<file path="src/rtl/dmem_arbiter_if.sv">
// -----------------------------------------------------------------------------
// dmem_arbiter_if
// One requester port of the dmem arbiter. The CPU load/store port and the
// debug/loader port share this shape, so the arbiter takes two of them.
//
// Signals
//   req          requester -> arbiter  request; fields held stable until gnt
//   we           requester -> arbiter  store(1) / load(0)
//   size         requester -> arbiter  00 byte, 01 half, 10 word, 11 reserved
//   is_unsigned  requester -> arbiter  load zero-extend(1) / sign-extend(0)
//   addr         requester -> arbiter  byte address
//   wdata        requester -> arbiter  store data, right-justified
//   gnt          arbiter -> requester  combinational accept for this cycle
//   rvalid       arbiter -> requester  response valid, one cycle after gnt
//   rdata        arbiter -> requester  extended load data (0 for stores/errors)
//   err          arbiter -> requester  with rvalid: misaligned or reserved size
//
// Modports: master = requester side, slave = arbiter side.
// -----------------------------------------------------------------------------
interface dmem_arbiter_if;
    logic        req;
    logic        we;
    logic [1:0]  size;
    logic        is_unsigned;
    logic [31:0] addr;
    logic [31:0] wdata;
    logic        gnt;
    logic        rvalid;
    logic [31:0] rdata;
    logic        err;

    modport master (
        output req, we, size, is_unsigned, addr, wdata,
        input  gnt, rvalid, rdata, err
    );

    modport slave (
        input  req, we, size, is_unsigned, addr, wdata,
        output gnt, rvalid, rdata, err
    );
endinterface

</file>
<file path="src/rtl/dmem_arbiter.sv">
// -----------------------------------------------------------------------------
// dmem_arbiter
// Shares the four byte-lane dmem banks between the CPU load/store port (c)
// and the debug/loader port (d). At most one requester is granted per cycle;
// the granted request is turned into per-lane write enables and replicated
// write data, and loads are extracted/extended into a registered response.
//
// Parameters
//   MAX_WAIT      consecutive denied cycles of port d before it is forced to win
//
// Ports
//   clk           system clock
//   rst           synchronous reset, active-high
//   c, d          requester ports (dmem_arbiter_if.slave)
//   dmem_addr     address to all four banks (0 when nothing is granted)
//   dmem_we       per-lane write enable, bit n -> bank byte_num n
//   dmem_wr_data  lane-aligned write data, lane n = bits [8n+7:8n]
//   dmem_rd_data  concatenated combinational bank read data
// -----------------------------------------------------------------------------
module dmem_arbiter #(
    parameter int unsigned MAX_WAIT = 4
) (
    input  logic                 clk,
    input  logic                 rst,
    dmem_arbiter_if.slave        c,
    dmem_arbiter_if.slave        d,
    output logic [31:0]          dmem_addr,
    output logic [3:0]           dmem_we,
    output logic [31:0]          dmem_wr_data,
    input  logic [31:0]          dmem_rd_data
);

    localparam logic [3:0] MAX_WAIT_L = 4'(MAX_WAIT);

    // Misaligned half/word accesses and the reserved size are errors.
    function automatic logic align_err(input logic [1:0] size, input logic [1:0] lo);
        case (size)
            2'b00:   align_err = 1'b0;
            2'b01:   align_err = lo[0];
            2'b10:   align_err = (lo != 2'b00);
            default: align_err = 1'b1;
        endcase
    endfunction

    function automatic logic [3:0] lane_mask(input logic [1:0] size, input logic [1:0] lo);
        case (size)
            2'b00:   lane_mask = 4'b0001 << lo;
            2'b01:   lane_mask = 4'b0011 << lo;
            2'b10:   lane_mask = 4'b1111;
            default: lane_mask = 4'b0000;
        endcase
    endfunction

    // Replicating the data lets the lane enables alone pick the target bytes.
    function automatic logic [31:0] replicate(input logic [1:0] size, input logic [31:0] wdata);
        case (size)
            2'b00:   replicate = {4{wdata[7:0]}};
            2'b01:   replicate = {2{wdata[15:0]}};
            default: replicate = wdata;
        endcase
    endfunction

    function automatic logic [31:0] load_extract(input logic [1:0] size, input logic uns,
                                                 input logic [1:0] lo, input logic [31:0] rd);
        logic [31:0] sh;
        sh = rd >> {lo, 3'b000};
        case (size)
            2'b00:   load_extract = uns ? {24'h000000, sh[7:0]} : {{24{sh[7]}}, sh[7:0]};
            2'b01:   load_extract = uns ? {16'h0000, sh[15:0]} : {{16{sh[15]}}, sh[15:0]};
            default: load_extract = rd;
        endcase
    endfunction

    logic [3:0]  wait_cnt_r;
    logic        c_gnt_s;
    logic        d_gnt_s;
    logic        any_gnt_s;
    logic        sel_we_s;
    logic [1:0]  sel_size_s;
    logic        sel_uns_s;
    logic [31:0] sel_addr_s;
    logic [31:0] sel_wdata_s;
    logic        err_s;
    logic [31:0] load_data_s;

    logic        c_rvalid_r;
    logic [31:0] c_rdata_r;
    logic        c_err_r;
    logic        d_rvalid_r;
    logic [31:0] d_rdata_r;
    logic        d_err_r;

    // Arbitration: c has priority unless d has waited MAX_WAIT cycles; no grants in reset.
    always_comb begin
        c_gnt_s = 1'b0;
        d_gnt_s = 1'b0;
        if (rst) begin
            c_gnt_s = 1'b0;
            d_gnt_s = 1'b0;
        end else if (c.req && d.req) begin
            if (wait_cnt_r == MAX_WAIT_L) begin
                d_gnt_s = 1'b1;
            end else begin
                c_gnt_s = 1'b1;
            end
        end else if (c.req) begin
            c_gnt_s = 1'b1;
        end else if (d.req) begin
            d_gnt_s = 1'b1;
        end else begin
            c_gnt_s = 1'b0;
            d_gnt_s = 1'b0;
        end
    end

    // Request mux and datapath for whichever port won this cycle.
    always_comb begin
        any_gnt_s   = c_gnt_s | d_gnt_s;
        sel_we_s    = 1'b0;
        sel_size_s  = 2'b00;
        sel_uns_s   = 1'b0;
        sel_addr_s  = 32'h0000_0000;
        sel_wdata_s = 32'h0000_0000;
        if (c_gnt_s) begin
            sel_we_s    = c.we;
            sel_size_s  = c.size;
            sel_uns_s   = c.is_unsigned;
            sel_addr_s  = c.addr;
            sel_wdata_s = c.wdata;
        end else if (d_gnt_s) begin
            sel_we_s    = d.we;
            sel_size_s  = d.size;
            sel_uns_s   = d.is_unsigned;
            sel_addr_s  = d.addr;
            sel_wdata_s = d.wdata;
        end else begin
            sel_we_s    = 1'b0;
        end

        err_s        = any_gnt_s & align_err(sel_size_s, sel_addr_s[1:0]);
        dmem_addr    = sel_addr_s;
        dmem_wr_data = any_gnt_s ? replicate(sel_size_s, sel_wdata_s) : 32'h0000_0000;

        // An erroring store must never touch memory.
        if (any_gnt_s && sel_we_s && !err_s) begin
            dmem_we = lane_mask(sel_size_s, sel_addr_s[1:0]);
        end else begin
            dmem_we = 4'b0000;
        end

        if (any_gnt_s && !sel_we_s && !err_s) begin
            load_data_s = load_extract(sel_size_s, sel_uns_s, sel_addr_s[1:0], dmem_rd_data);
        end else begin
            load_data_s = 32'h0000_0000;
        end
    end

    // Starvation counter for port d: counts denied cycles, saturates at MAX_WAIT.
    always_ff @(posedge clk) begin
        if (rst) begin
            wait_cnt_r <= 4'd0;
        end else if (!d.req || d_gnt_s) begin
            wait_cnt_r <= 4'd0;
        end else if (wait_cnt_r != MAX_WAIT_L) begin
            wait_cnt_r <= wait_cnt_r + 4'd1;
        end
    end

    // Port c response register; rdata/err hold when c is not granted.
    always_ff @(posedge clk) begin
        if (rst) begin
            c_rvalid_r <= 1'b0;
            c_rdata_r  <= 32'h0000_0000;
            c_err_r    <= 1'b0;
        end else begin
            c_rvalid_r <= c_gnt_s;
            if (c_gnt_s) begin
                c_rdata_r <= load_data_s;
                c_err_r   <= err_s;
            end
        end
    end

    // Port d response register; rdata/err hold when d is not granted.
    always_ff @(posedge clk) begin
        if (rst) begin
            d_rvalid_r <= 1'b0;
            d_rdata_r  <= 32'h0000_0000;
            d_err_r    <= 1'b0;
        end else begin
            d_rvalid_r <= d_gnt_s;
            if (d_gnt_s) begin
                d_rdata_r <= load_data_s;
                d_err_r   <= err_s;
            end
        end
    end

    assign c.gnt    = c_gnt_s;
    assign c.rvalid = c_rvalid_r;
    assign c.rdata  = c_rdata_r;
    assign c.err    = c_err_r;
    assign d.gnt    = d_gnt_s;
    assign d.rvalid = d_rvalid_r;
    assign d.rdata  = d_rdata_r;
    assign d.err    = d_err_r;

endmodule

</file>
<file path="src/flat_wrapper.sv">
// flat-port wrapper written by rule: the top's interface ports become plain ports
module dmem_arbiter_flat 
#(
    parameter int unsigned MAX_WAIT = 4
)
  (clk, rst, dmem_addr, dmem_we, dmem_wr_data, dmem_rd_data, c_req, c_we, c_size, c_is_unsigned, c_addr, c_wdata, c_gnt, c_rvalid, c_rdata, c_err, d_req, d_we, d_size, d_is_unsigned, d_addr, d_wdata, d_gnt, d_rvalid, d_rdata, d_err);
  dmem_arbiter_if c_i ();
  dmem_arbiter_if d_i ();
  input  logic clk;
  input  logic rst;
  output logic [31:0] dmem_addr;
  output logic [3:0] dmem_we;
  output logic [31:0] dmem_wr_data;
  input  logic [31:0] dmem_rd_data;
  input wire logic [$bits(c_i.req)-1:0] c_req;
  input wire logic [$bits(c_i.we)-1:0] c_we;
  input wire logic [$bits(c_i.size)-1:0] c_size;
  input wire logic [$bits(c_i.is_unsigned)-1:0] c_is_unsigned;
  input wire logic [$bits(c_i.addr)-1:0] c_addr;
  input wire logic [$bits(c_i.wdata)-1:0] c_wdata;
  output wire logic [$bits(c_i.gnt)-1:0] c_gnt;
  output wire logic [$bits(c_i.rvalid)-1:0] c_rvalid;
  output wire logic [$bits(c_i.rdata)-1:0] c_rdata;
  output wire logic [$bits(c_i.err)-1:0] c_err;
  input wire logic [$bits(d_i.req)-1:0] d_req;
  input wire logic [$bits(d_i.we)-1:0] d_we;
  input wire logic [$bits(d_i.size)-1:0] d_size;
  input wire logic [$bits(d_i.is_unsigned)-1:0] d_is_unsigned;
  input wire logic [$bits(d_i.addr)-1:0] d_addr;
  input wire logic [$bits(d_i.wdata)-1:0] d_wdata;
  output wire logic [$bits(d_i.gnt)-1:0] d_gnt;
  output wire logic [$bits(d_i.rvalid)-1:0] d_rvalid;
  output wire logic [$bits(d_i.rdata)-1:0] d_rdata;
  output wire logic [$bits(d_i.err)-1:0] d_err;
  assign c_i.req = c_req;
  assign c_i.we = c_we;
  assign c_i.size = c_size;
  assign c_i.is_unsigned = c_is_unsigned;
  assign c_i.addr = c_addr;
  assign c_i.wdata = c_wdata;
  assign c_gnt = c_i.gnt;
  assign c_rvalid = c_i.rvalid;
  assign c_rdata = c_i.rdata;
  assign c_err = c_i.err;
  assign d_i.req = d_req;
  assign d_i.we = d_we;
  assign d_i.size = d_size;
  assign d_i.is_unsigned = d_is_unsigned;
  assign d_i.addr = d_addr;
  assign d_i.wdata = d_wdata;
  assign d_gnt = d_i.gnt;
  assign d_rvalid = d_i.rvalid;
  assign d_rdata = d_i.rdata;
  assign d_err = d_i.err;
  dmem_arbiter #(.MAX_WAIT(MAX_WAIT)) u_core (.clk(clk), .rst(rst), .c(c_i), .d(d_i), .dmem_addr(dmem_addr), .dmem_we(dmem_we), .dmem_wr_data(dmem_wr_data), .dmem_rd_data(dmem_rd_data));
endmodule
</file>
<file path="config.mk">
export PLATFORM = sky130hd
export DESIGN_NAME = dmem_arbiter_flat
export DESIGN_NICKNAME = d
export VERILOG_FILES = /design/src/rtl/dmem_arbiter_if.sv /design/src/rtl/dmem_arbiter.sv /design/src/flat_wrapper.sv
export SDC_FILE = /design/constraint.sdc
export NUM_CORES = 1
export LEC_CHECK = 0
export CAP_MARGIN = 20
export CORE_AREA = 2 2 121 123
export CTS_BUF_LIST = sky130_fd_sc_hd__clkbuf_8
export CTS_CLUSTER_SIZE = 14
export DETAILED_ROUTE_END_ITERATION = 8
export DIE_AREA = 0 0 123 125
export GPL_TIMING_DRIVEN = 0
export HOLD_SLACK_MARGIN = 0.02
export PLACE_DENSITY = 0.8
export SKIP_CTS_REPAIR_TIMING = 1
export SLEW_MARGIN = 30
export SYNTH_ARGS = -nofsm -noshare
export SYNTH_HDL_FRONTEND = slang
export SYNTH_SLANG_ARGS = --single-unit
</file>
<file path="constraint.sdc">
create_clock -name clk -period 2.55 [get_ports clk]
set_input_delay 0.51 -clock clk [delete_from_list [all_inputs] [get_ports clk]]
set_output_delay 0.51 -clock clk [all_outputs]
set_load 0.02 [all_outputs]
</file>
=== Word-level counts from Yosys, hierarchy flattened ===
Index checks and enable logic that the tools add are counted.

* Bits in registers: 72
* Input port bits: 172
* Output and inout bits: 138
* Logic and storage cells: 57

* Reduce and logical (&&, ||, !) cells: 12
* Eq/ne operators: 4
* Shifts and indexed selects: 3
* Bitwise logic cells: 2
* Multiplexer cells: 28
* Add/subtract/negate cells: 1

{| class="wikitable"
|+ Operator list
! cell !! number
|-
| $mux 32 || 8
|-
| $pmux 32 s2 || 2
|-
| $shr 32x5->16 || 1
|-
| $mux 1 || 13
|-
| $pmux 4 s3 || 1
|-
| $logic_and 1x1->1 || 5
|-
| $add 4x1->4 const B || 1
|-
| $eq 4x3->1 const B || 1
|-
| $mux 2 || 2
|-
| $mux 4 || 1
|-
| $ne 4x3->1 const B || 1
|-
| $shl 1x2->4 const A || 1
|-
| $shl 2x2->4 const A || 1
|-
| $logic_not 1->1 || 3
|-
| $pmux 1 s3 || 1
|-
| $eq 2x1->1 const B || 1
|-
| $eq 2x2->1 const B || 1
|-
| $logic_not 2->1 || 1
|-
| $reduce_bool 2->1 || 1
|-
| $reduce_or 2->1 || 1
|-
| $and 1x1->1 || 1
|-
| $logic_or 1x1->1 || 1
|-
| $or 1x1->1 || 1
|}

=== Logic depth before layout (Yosys ltp) ===
Gate-level depths: netlist of the first run.

* Depth in word-level cells: 12
* Gate-level depth with buffers: 13
* Depth with buffers taken out: 11

=== Least setup slack after synthesis of the first run ===
No wires, ideal clock.

* Path type: register -> output
* From: register u_core.wait_cnt_r[0]
* To: output dmem_we[1]
* Buffers on the path: 2
* Cell stages (with the launch flop): 11
* Arrival time: 2.517 ns
* Required time: 2.040 ns
* Setup slack: -0.477 ns
* Cells stage by stage: dfxtp_1 -> inv_1 -> ha_1 -> nand3b_1 -> a21o_1 -> buf_6 -> inv_4 -> a22oi_2 -> clkbuf_1 -> o21ai_0 -> a211oi_1

* Cells in the longest elaborated chain, start to end: 12
* Elaborated cells on any way between the ends: 27
* Those cells by class: eq/ne: 3; shift: 2; mux: 15; bitwise: 2; reduce/logical: 5

{| class="wikitable"
|+ RTL lines
! element !! line !! text
|-
| start: declaration || dmem_arbiter.sv:74 || <nowiki>logic [3:0] wait_cnt_r;</nowiki>
|-
| start signal: assignment || dmem_arbiter.sv:165 || <nowiki>wait_cnt_r <= wait_cnt_r + 4'd1;</nowiki>
|-
| $eq 4x3->1 * || dmem_arbiter.sv:101 || <nowiki>if (wait_cnt_r == MAX_WAIT_L) begin</nowiki>
|-
| $mux 1 || dmem_arbiter.sv:101 ||
|-
| $mux 1 || dmem_arbiter.sv:100 || <nowiki>end else if (c.req && d.req) begin</nowiki>
|-
| $mux 1 || dmem_arbiter.sv:97 || <nowiki>if (rst) begin</nowiki>
|-
| $mux 2 or $mux 32 (tied branches) || dmem_arbiter.sv:130 || <nowiki>end else if (d_gnt_s) begin</nowiki>
|-
| $mux 2 or $mux 32 (tied branches) || dmem_arbiter.sv:124 || <nowiki>if (c_gnt_s) begin</nowiki>
|-
| $eq 2x2->1, or another cell as far along || dmem_arbiter.sv:37, dmem_arbiter.sv:46 ||
|-
| $pmux 1 s3 || dmem_arbiter.sv:37 || <nowiki>case (size)</nowiki>
|-
| $and 1x1->1 || dmem_arbiter.sv:140 || <nowiki>err_s = any_gnt_s & align_err(sel_size_s, sel_addr_s[1:0]);</nowiki>
|-
| $logic_not 1->1 || dmem_arbiter.sv:145 || <nowiki>if (any_gnt_s && sel_we_s && !err_s) begin</nowiki>
|-
| $logic_and 1x1->1 || dmem_arbiter.sv:145 ||
|-
| $mux 4 * || dmem_arbiter.sv:145 ||
|-
| end: declaration || flat_wrapper.sv:12 || <nowiki>output logic [3:0] dmem_we;</nowiki>
|}

Mark *: on every way between the ends. The rest lies on a longest branch, timed or not.

=== Worst setup path after layout of the first run ===
* From: register u_core.wait_cnt_r[1]
* To: output dmem_we[1]

Same word-level chain as after synthesis.

==> results of run 1 <==
-- per-stage QoR --
| stage | setup slack, ps | instances |
|---|---|---|
| 4_1_cts | -1650 | 973 |
| 3_5_place_dp | -1640 | 958 |
| 3_3_place_gp | -1670 | 958 |
| 6_report | -566 | 1015 |
| 5_1_grt | -710 | 1015 |
| 2_1_floorplan | -52.4 | 465 |
-- registers in the layout, indices dropped and copies added, names as in the netlist --
name	count
u_core.c.rdata	32
u_core.c.err	1
u_core.d.rdata	32
u_core.d.rvalid	1
u_core.d.err	1
u_core.c.rvalid	1
u_core.wait_cnt_r	4
-- placed cells by master, fill, tap and decap left out, drive strengths merged, types with 8 or more instances in the layout --
cell type        n
clkdlybuf4s50  236
buf            119
a22o            95
dfxtp           72
nor2            46
clkbuf          41
nand2           35
inv             21
a221oi          17
mux2i           15
o31ai           14
a21oi           11
o21a             9
a31oi            9
o22ai            9
o221a            8
mux2             8
-- path summary, 6_finish.rpt --
check	from	end	slack, ps	cells past startpoint
min reg2reg	u_core.c.rdata[11]$_SDFFE_PP0P_	u_core.c.rdata[11]$_SDFFE_PP0P_	460	2
min	u_core.c.rdata[11]$_SDFFE_PP0P_	u_core.c.rdata[11]$_SDFFE_PP0P_	460	2
max	u_core.wait_cnt_r[1]$_SDFFE_PP0P_	dmem_we[1]	-570	13
max reg2reg	u_core.wait_cnt_r[1]$_SDFFE_PP0P_	u_core.c.rdata[27]$_SDFFE_PP0P_	-280	14
-- cells by family (layout without fill, tap and decap cells) --
| kind of cell | after synthesis | count (layout) | share of synthesized area |
|---|---|---|---|
| compound gates | 203 | 203 | 0.412 |
| xor+xnor | 2 | 2 | 0.00423 |
| fa+ha+maj | 2 | 2 | 0.00604 |
| buf+inv | 58 | 423 | 0.0593 |
| flops | 72 | 72 | 0.348 |
| mux | 23 | 23 | 0.0580 |
| simple gates | 105 | 106 | 0.112 |
-- worst min-delay path, delay by kind of cell (launching register included) --
kind,cells,cell delay (ps)
AOI/OAI and AO/OA,1,50
DFF,1,330
and+or+nand+nor,1,50
-- power breakdown --
group	leakage, uW	switching (uW)	total (uW)	internal [uW]
Combinational	0.00295	792	1650	854
Sequential	0.000590	53.9	1270	1210
Clock	0.0000924	423	816	394
Total	0.00363	1270	3730	2460
-- cell type report --
cell class	count	area, sq um
buffer	37	359
inverter	20	87.6
fill	1221	5410
clock buffer	11	151
tap	184	230
clock inverter	4	21.3
multi-input combinational	336	3030
sequential	72	1440
timing repair buffer	351	3470
-- per-layer routing --
layer  track usage  up-vias
li1              -     2533
met1         0.351     2643
met2         0.398      294
met3        0.0807       36
met4        0.0528        0
met5             0        -
==> metrics.yaml, run 1 <==
outcome:
  status: "finished, violations left"
  violations: "setup timing"
floorplanning:
  core_area_sq_um: 14200
  num_io_pins: 310
  rows: 44
  start_util: 0.291
  dieArea_sq_um: 15400
  die_w_um: 123
  die_h_um: 125
grt:
  antenna_found_initial: 0
  gr-total-overflow: 0
  grt_use_total: 0.257
  grt_pass1_vias: 5112
  grt_pass1_wl_um: 29900
  grt_max_degree: 12
synthesis:
  syn_area_per_cell_sq_um: 8.90
  syn_nets: 639
  yosysSeqAreaShare: 0.348
  synth_top_cell_by_area: "dfxtp_1"
  synth_cell_types: 54
  yosysMostFrequentCell: "a22o_1"
  synthCells: 465
  async_flop_share: 0
  ys_ff_latch: 72
  ys_warn_count: 0
  synth_edf_count: 0
  synth.top_cell.area_share: 0.348
  yosys_most_used_dff: "dfxtp_1"
  syn-cell-area_sq_um: 4140
  netlist_top_cells_count: "a22o_1, dfxtp_1, nor2_1"
  synth_area_leaders: "dfxtp_1, a22o_1, nor2_1, mux2i_1, a221oi_1"
timing:
  hold_ws_ps: 462
  finalHoldViolCount: 0
  finalMaxSlewViolations: 0
  tightest_slew_ps: 550
  relSlewSlack: 0.630
  rsz0062_at_grt: "true"
  fin_crit_sh: 1.22
  finalSetupTns_ps: -31490
  final-setup-viol-count: 108
  fmax_mhz: 321
  fin_skew_ps: 10.1
  period_needed_ps: 3120
  setup_ws_ps: -566
detailed_routing:
  wl_met2_um: 10700
  dr.pass1.iters: 5
  maxUsedRoutingLayer: "met4"
  wl_met3_um: 1970
  wl_per_cell_um: 22.4
  antenna_left: 0
  vias: 5506
  drtIter0Drc: 446
  drc: 0
  wl_met1_um: 9640
  viasPerCell: 5.42
  finalWirelength_um: 22700
clock_network:
  cts_max_level: 3
  clock_sinks: 72
  cts_buffer_depth: 2
  clkTransAtPathRegs_ps: 80
  tritoncts: "yes"
  clk_latency_ps: 360
  cts_buffers: 9
  cts_root_buf: "clkbuf_8"
power:
  p_per_area_nw_per_um2: 424
  ir_drop_mv: 0.260
  power_uw: 3730
  power.leakage_uw: 0.00363
worst_hold_path:
  hold_class: "flop to flop"
cells_and_area:
  drive_gt1_frac: 0.302
  post-route-util: 0.619
  area_growth_syn_to_layout_pct: 112
  postLayoutCellArea_sq_um: 8790
  num_antenna_cells: 0
  final_nets: 1001
place:
  io_buffers: 309
  hpwlAfterDp_um: 17000
  gp_congestion: 0.911
  place_area_sq_um: 7560
critical_path:
  path_max_fanout: 8
  crit_path_end_kind: "primary output"
  cp_slowest_cell: "dfxtp_2"
  crit_type: "flop to primary output"
  cpPeakStageDelay_ps: 350
  crit_path_start_kind: "flop"
  cp_data_required_time_ps: 2040
  crit_chain: "inv_2 > ha_4 > nand3b_1 > a21o_1 > buf_6 > inv_8 > a22oi_4 > inv_4 > buf_8 > nor2_4 > o21ai_2 > a211oi_2 > buf_4"
  path_buf_inv: 6
  cp_top_family: "compound AO/OA/AOI/OAI gates"
  critPathArrivalTime_ps: 2610
job:
  max_cap_violations: 0
Note: power is estimated with default switching activity, not from simulation.
==> run 2: changes to the inputs <==
==> constraint.sdc (replaced) <==
create_clock -name clk -period 2.55 [get_ports clk]
set_input_delay 0.3825 -clock clk [delete_from_list [all_inputs] [get_ports clk]]
set_output_delay 0.3825 -clock clk [all_outputs]
set_load 0.02 [all_outputs]
==> run 2 against run 1 <==
  * The run still ends with setup timing left
  * Clock skew grew 3.1 ps
  * Flip-flop and latch count did not move
  * Sequential power about the same
  * Hold slack worse by 22 ps
  * Maximum frequency increased by 3.1%
  * Total power rose by 6.9%
  * Critical path type unchanged
  * Via count up 0.67%
  * Sequential share of layout area increased by 0.37 points
  * Critical path depth unchanged
==> metrics.yaml, run 2 (synthesis gave the netlist of run 1 again) <==
outcome:
  status: "finished, violations left"
  violations: "setup timing"
critical_path:
  crit_type: "flop to primary output"
  cp_data_required_time_ps: 2170  # +130 ps
  reg2regPathDepth: 15  # +1
  crit_path_end_kind: "primary output"
  critPathArrivalTime_ps: 2640  # +30 ps
  rrSetupSlack_ps: -290  # about the same
  crit_path_start_kind: "flop"
  r2r_end: "u_core.d.rdata[27]$_SDFFE_PP0N_"
  path_max_fanout: 7  # -1
  r2r_start: "u_core.wait_cnt_r[0]$_SDFFE_PP0P_"
timing:
  tightest_slew_ps: 787  # +237 ps
  fin_crit_sh: 1.19  # -0.0363
  relSlewSlack: 0.475  # -0.155
  hold_ws_ps: 440  # -21.5 ps
  fin_skew_ps: 13.2  # +3.06 ps
  finalSetupTns_ps: -25210  # +6270 ps
  finalHoldViolCount: 0  # unchanged
  finalMaxSlewViolations: 0  # unchanged
  fmax_mhz: 331  # +3.1%
  setup_ws_ps: -474  # +92.5 ps
  period_needed_ps: 3020  # -92.5 ps
  final-setup-viol-count: 117  # +8.3%
  rsz0062_at_grt: "true"
place:
  dp.cells: 958  # unchanged
  gp_congestion: 0.904  # -0.77%
  io_buffers: 309  # unchanged
  hpwlAfterDp_um: 16500  # -2.8%
  place_area_sq_um: 7520  # -0.50%
worst_hold_path:
  hold_class: "flop to flop"
  worstHoldPathCells: 1  # -1
  holdCritStartpoint: "u_core.wait_cnt_r[0]$_SDFFE_PP0P_"
  hold_path_end: "u_core.wait_cnt_r[0]$_SDFFE_PP0P_"
grt:
  antenna_found_initial: 0  # unchanged
  grt_use_total: 0.255  # -0.00179
  grt_pass1_vias: 5138  # +0.51%
  grt_pass1_wl_um: 29900  # about the same
  gr-total-overflow: 0  # unchanged
  grt_max_degree: 13  # +1
floorplanning:
  die_h_um: 125  # unchanged
  num_io_pins: 310  # unchanged
  start_util: 0.291  # unchanged
  dieArea_sq_um: 15400  # unchanged
  core_area_sq_um: 14200  # unchanged
  die_w_um: 123  # unchanged
  rows: 44  # unchanged
detailed_routing:
  wl_per_cell_um: 21.7  # -2.9%
  antenna_left: 0  # unchanged
  dr.pass1.iters: 7  # +2
  finalWirelength_um: 22000  # -3.0%
  drtIter0Drc: 472  # +5.8%
  vias: 5543  # +0.67%
  viasPerCell: 5.47  # +0.77%
  drc: 0  # unchanged
clock_network:
  cts_buffers: 9  # unchanged
  cts_buffer_depth: 2  # unchanged
  clk_latency_ps: 360  # about the same
  clkTransAtPathRegs_ps: 70  # about the same
  tritoncts: "yes"
  clock_sinks: 72  # unchanged
  cts_max_level: 3  # unchanged
  cts_root_buf: "clkbuf_8"
cells_and_area:
  num_antenna_cells: 0  # unchanged
  drive_gt1_frac: 0.310  # +0.00759
  final_common_cell: "clkdlybuf4s50_1"
  final_cell_mix: "clkdlybuf4s50_1, a22o_1, dfxtp_1, buf_4"
  area_growth_syn_to_layout_pct: 108
  final_nets: 1000  # -0.10%
  layout.cells.non_filler: 1014  # -0.099%
  postLayoutCellArea_sq_um: 8600  # -2.2%
job:
  max_cap_violations: 0  # unchanged
power:
  p_per_area_nw_per_um2: 463  # +9.3%
  power.leakage_uw: 0.00361  # -0.64%
  ir_drop_mv: 0.341  # +31%
[run 2: per-layer routing]
layer  share of wire  global-route usage  vias up
met4           0.019              0.0341        0
met3           0.095              0.0903       39
met1            0.42               0.352     2677
li1                -                   -     2531
met2            0.46               0.393      296
met5               0                   0        -
[run 2: final cells by class]
type                    instances  area, sq um
clock inverters                 5          104
clock buffers                  10          138
flip-flops and latches         72         1440
well taps                     184          230
repair buffers                352         3290
plain buffers                  36          318
multi-input cells             335         2990
fillers                      1225         5600
inverters                      20         87.6
[run 2: critical path: stages (launching register included)]
cell and delay, ps:
dfxtp_2 360, inv_2 50, ha_4 150, nand3b_1 220
a21o_1 170, buf_6 140, inv_8 50, a22oi_4 290
inv_4 100, buf_8 150, nor4_4 220, a21oi_2 60
nor2_2 170, buf_6 140
[run 2: worst max-delay path by stage]
stage,cells past startpoint,endpoint,startpoint,slack (ps)
finish,13,dmem_we[3],u_core.wait_cnt_r[0]$_SDFFE_PP0P_,-470
CTS,9,dmem_addr[16],c_req,-1500
floorplan,12,dmem_we[1],u_core.wait_cnt_r[0]$_SDFFE_PP0P_,-8
detailed placement,9,dmem_addr[16],c_req,-1500
global placement,9,dmem_addr[16],c_req,-1440
global route,12,dmem_we[3],u_core.wait_cnt_r[1]$_SDFFE_PP0P_,-550
[run 2: report_power, final]
part / internal [uW] / switching (uW) / leakage (uW)
Clock: 673 / 447 / 0.000123
Combinational: 819 / 782 / 0.00289
Sequential: 1210 / 52.7 / 0.000590
Total: 2700 / 1280 / 0.00361
[run 2: per-stage QoR]
stage / utilization / worst slack [ps] / total power, uW
3_3_place_gp: 0.530 / -1440 / 2670
6_report: 0.606 / -474 / 3990
2_1_floorplan: - / -7.94 / 1910
5_1_grt: 0.606 / -553 / 4120
4_1_cts: 0.547 / -1500 / 3780
3_5_place_dp: 0.530 / -1500 / 2680
==> run 3: changes to the inputs <==
TNS_END_PERCENT = 100   (was not set)
==> results of run 3 <==
Final layout, timing and power as in run 2 (identical DEF).
